**config.mk**
```make
export PLATFORM = sky130hd
export DESIGN_NAME = ca_code_checker_lfsr_pair
export DESIGN_NICKNAME = d
export VERILOG_FILES = /design/src/rtl/ca_code_checker_pkg.sv /design/src/rtl/ca_code_checker_lfsr_pair.sv
export SDC_FILE = /design/constraint.sdc
export NUM_CORES = 1
export LEC_CHECK = 0
export ABC_CLOCK_PERIOD_IN_PS = 3400
export CAP_MARGIN = 20
export CELL_PAD_IN_SITES_DETAIL_PLACEMENT = 1
export CELL_PAD_IN_SITES_GLOBAL_PLACEMENT = 1
export CORE_AREA = 2 2 51 53
export DETAILED_ROUTE_END_ITERATION = 12
export DIE_AREA = 0 0 53 55
export HOLD_SLACK_MARGIN = 0.05
export PLACE_DENSITY = 0.78
export SLEW_MARGIN = 20
export SYNTH_ARGS = -nofsm -noshare
export SYNTH_HDL_FRONTEND = slang
export SYNTH_SLANG_ARGS = --single-unit
```
**constraint.sdc**
```tcl
create_clock -name clk -period 3.4 [get_ports clk]
set_clock_uncertainty 0.05 [all_clocks]
set_input_delay 0.68 -clock clk [delete_from_list [all_inputs] [get_ports clk]]
set_output_delay 0.68 -clock clk [all_outputs]
set_load 0.01 [all_outputs]
```
**src/rtl/ca_code_checker_pkg.sv**
```systemverilog
// Shared types, constants and the G2 phase-selector table for the C/A code checker.
package ca_code_checker_pkg;

  localparam int CA_LEN = 1023;
  localparam int PRN_W  = 5;
  localparam int CS_W   = 10;

  typedef logic [PRN_W-1:0] prn_t;
  typedef logic [CS_W-1:0]  ca_cs_t;
  typedef logic [10:0]      ca_cnt_t;

  localparam logic [10:1] G_INIT = 10'h3FF;

  typedef enum logic [2:0] {
    ST_IDLE,
    ST_CORR,
    ST_EVAL,
    ST_SLIP,
    ST_DONE
  } state_e;

  typedef struct packed {
    logic [3:0] tap_a;
    logic [3:0] tap_b;
  } g2_taps_t;

  // prn is zero-based: 0 selects PRN 1.
  function automatic g2_taps_t ca_g2_taps(input prn_t prn);
    g2_taps_t t;
    case (prn)
      5'd0:  t = '{4'd2, 4'd6};
      5'd1:  t = '{4'd3, 4'd7};
      5'd2:  t = '{4'd4, 4'd8};
      5'd3:  t = '{4'd5, 4'd9};
      5'd4:  t = '{4'd1, 4'd9};
      5'd5:  t = '{4'd2, 4'd10};
      5'd6:  t = '{4'd1, 4'd8};
      5'd7:  t = '{4'd2, 4'd9};
      5'd8:  t = '{4'd3, 4'd10};
      5'd9:  t = '{4'd2, 4'd3};
      5'd10: t = '{4'd3, 4'd4};
      5'd11: t = '{4'd5, 4'd6};
      5'd12: t = '{4'd6, 4'd7};
      5'd13: t = '{4'd7, 4'd8};
      5'd14: t = '{4'd8, 4'd9};
      5'd15: t = '{4'd9, 4'd10};
      5'd16: t = '{4'd1, 4'd4};
      5'd17: t = '{4'd2, 4'd5};
      5'd18: t = '{4'd3, 4'd6};
      5'd19: t = '{4'd4, 4'd7};
      5'd20: t = '{4'd5, 4'd8};
      5'd21: t = '{4'd6, 4'd9};
      5'd22: t = '{4'd1, 4'd3};
      5'd23: t = '{4'd4, 4'd6};
      5'd24: t = '{4'd5, 4'd7};
      5'd25: t = '{4'd6, 4'd8};
      5'd26: t = '{4'd7, 4'd9};
      5'd27: t = '{4'd8, 4'd10};
      5'd28: t = '{4'd1, 4'd6};
      5'd29: t = '{4'd2, 4'd7};
      5'd30: t = '{4'd3, 4'd8};
      default: t = '{4'd4, 4'd9};
    endcase
    return t;
  endfunction

endpackage

```
**src/rtl/ca_code_checker_lfsr_pair.sv**
```systemverilog
// Local C/A replica: G1/G2 shift registers with load-to-3FF and single-step enables.
module ca_code_checker_lfsr_pair
  import ca_code_checker_pkg::*;
(
  input  logic     clk,
  input  logic     reset_n,
  input  logic     load,
  input  logic     step,
  input  g2_taps_t taps,
  output logic     chip
);

  logic [10:1] g1_q, g1_d;
  logic [10:1] g2_q, g2_d;

  always_comb begin
    // NOTE: every combinational output gets a default first so no path leaves it unassigned (no latch).
    g1_d = g1_q;
    g2_d = g2_q;
    if (load) begin
      g1_d = G_INIT;
      g2_d = G_INIT;
    end else if (step) begin
      g1_d = {g1_q[9:1], g1_q[3] ^ g1_q[10]};
      g2_d = {g2_q[9:1], g2_q[2] ^ g2_q[3] ^ g2_q[6] ^ g2_q[8] ^ g2_q[9] ^ g2_q[10]};
    end
  end

  // NOTE: state registers use non-blocking assignment so all flops update from pre-edge values.
  always_ff @(posedge clk or negedge reset_n) begin
    if (!reset_n) begin
      g1_q <= G_INIT;
      g2_q <= G_INIT;
    end else begin
      g1_q <= g1_d;
      g2_q <= g2_d;
    end
  end

  assign chip = g1_q[10] ^ g2_q[taps.tap_a] ^ g2_q[taps.tap_b];

endmodule

```
==> results.ini <==
[floorplan]
io-pin-count = 13
die_width_microns = 53
start_util_pct = 45.8
dieArea_sq_mm = 0.00292
num_rows = 18
die_y_microns = 55
core_sq_mm = 0.00236

[sta]
worst_slew_pin_slew_ns = 0.869
fmax_mhz = 305
setup_tns_ns = 0
finalCritPeriodShare_pct = 96.4
finalSetupViolations = 0
finalHoldViolCount = 0
post-route-min-period_ns = 3.28
rsz0062_at_grt = no
slew_headroom_pct = 41.9
finalMaxSlewViolations = 0

[cells_and_area]
area_growth_pct = 20.0
fin_util_pct = 54.9
antenna_cells = 0
final_common_cell = nand2_1
nets = 119
drive_gt1_share_pct = 32.1
fin_area_sq_mm = 0.00130
mostFrequentLayoutCells = 22 x nand2_1, 21 x mux2i_1, 20 x dfstp_2

[synth]
ys_warn_count = 0
synth_seq_area_share_pct = 48.6
synth_top_family_by_area = multiplexers
synth_fa_ha_area_share_pct = 0
synth_area_per_cell_sq_um = 12.2
synth_area_sq_mm = 0.00108
synth_compound_area_share_pct = 4.74
synthSimpleGateAreaFrac_pct = 10.8
synth_xor_area_share_pct = 7.05
synth_cell_types = 20
yosys.area.top_type = dfstp_2
syn_nets = 101
yosys-top-cells-area = dfstp_2 49%, mux2i_1 19%, nand2_1 7.6%
synthMuxAreaShare_pct = 27.4
synth_top_area_share_pct = 48.6
synth_cells = 89
ys_seq_elements = 20

[placement]
place_area_sq_mm = 0.00126
place_hpwl_microns = 1640
place.gp.congestion = 0.674
io_buffer_count = 12

[routing]
first_pass_iters = 3
ant_nets = 0
drc = 0
vias = 729
drt_iter0_drc = 1
viasPerCell = 5.36
drt-total-wl_microns = 2210
wire_per_inst_microns = 16.2

[global_routing]
grt_overflow_total = 0
grt_pass1_wl_microns = 3650
grt_max_degree = 21
grt_pass1_vias = 822
track_usage_pct = 17.7
antenna_found_initial = 0

[critical_path]
crit_fanout = 4
rr_startpoint = g2_q[2]
slowest_stage = clkdlybuf4s50_1
cp_cell_sequence = clkdlybuf4s50_1 -> buf_4 -> mux2i_1 -> o221a_1 -> o31ai_2 -> xor3_1 -> dlygate4sd2_1
cp-end-kind = output pin
critPathKind = in2out
crit_buf_inv = 3
slowest_delay_ns = 0.51
reg2reg_depth = 4
r2r_end = g2_q[1]
crit_arrival_ns = 2.55
ff2ff_setup_slack_ns = 1.94
cp_data_required_time_ns = 2.67
start_kind = input port
path_delay_family = buffers and inverters

[clock_tree]
path_clk_slew_ns = 0.11
cts_buffers = 3
tritoncts = built
clk_latency_ns = 0.29
clkSinkCount = 20
cts_root_buf = clkbuf_4
cts_buffer_depth = 2
cts_max_level = 1
cts_hold_buffers = 0

[power]
vdd_drop_max_mv = 0.270
p_per_area_mw_per_mm2 = 350
p_leak_nw = 0.537
power.total_uw = 455

[status]
status = completed

[worst_hold_path]
min_to = g1_q[9]
hold_depth = 2
worstHoldStart = g1_q[9]
hp-class = reg2reg

[flow_run]
cap_violations = 0

-- flip-flops by register name (all words and copies together), names as in the netlist --
name  count
g1_q     10
g2_q     10
-- tightest hold or removal path: cells and delay by family, from the launching register on --
kind	cells	cell delay, ns
DFF	1	0.39
muxes	1	0.11
and+or+nand+nor	1	0.06
-- per-layer routing --
| layer | up-vias | part of all wire [%] | track usage, % |
|---|---|---|---|
| met4 | 0 | 1.7 | 6.84 |
| met5 | - | 0 | 0 |
| met2 | 12 | 52 | 35.0 |
| met3 | 4 | 2.6 | 1.88 |
| li1 | 350 | - | - |
| met1 | 363 | 44 | 19.2 |
-- layout make-up --
type                            instances  area, sq um
Fill cell                             262         1070
Multi-Input combinational cell         65          547
Sequential cell                        20          526
Timing Repair Buffer                   16          149
Tap cell                               30         37.5
Clock buffer                            4         36.3
Inverter                                1         3.75
-- report_power, final --
group	internal (mW)	switching (mW)	total, mW
clock	0.0652	0.0695	0.135
sequential	0.246	0.00427	0.250
combinational	0.0386	0.0313	0.0699
total	0.350	0.105	0.455
-- per-stage QoR --
stage	setup WS [ns]	hold WS, ns	cells
after global placement	-0.0971	0.480	132
after CTS	0.107	0.508	136
after global routing	0.00475	0.529	136
after detailed placement	-0.161	0.488	132
after floorplan	0.908	0.467	89
final	0.122	0.504	136
-- worst max-delay path by stage --
stage               slack (ns)  cells after the start    start  endpoint
floorplan                 0.91                      4  taps[0]      chip
global placement          -0.1                      6  taps[1]      chip
detailed placement       -0.16                      6  taps[1]      chip
CTS                       0.11                      7  taps[1]      chip
global route             0.005                      7  taps[1]      chip
finish                    0.12                      7  taps[1]      chip
-- Yosys cell counts, drive strengths merged --
| cell type | instances |
|---|---|
| inv | 1 |
| xor3 | 1 |
| mux2 | 1 |
| nor2b | 2 |
| mux4 | 3 |
| a211o | 1 |
| xor2 | 1 |
| o21ai | 2 |
| xnor2 | 5 |
| mux2i | 21 |
| nand2b | 1 |
| nand3b | 2 |
| dfstp | 20 |
| o221a | 1 |
| a221oi | 1 |
| o31ai | 1 |
| buf | 3 |
| nand2 | 22 |
-- repair_timing --
action / CTS / global route
endpoints found under the setup margin: 1 / 0
gates resized for setup: 2 / 0
setup buffers: 0 / 0
-- kinds of logic (layout without fill, tap and decap cells) --
family	Yosys count	in the layout
AOI/OAI and AO/OA	6	6
muxes	25	25
DFF	20	20
xor gates and xnor gates	7	7
and+or+nand+nor	27	27
buffers and inverters	4	21
Power figures use the tool's default switching activity.
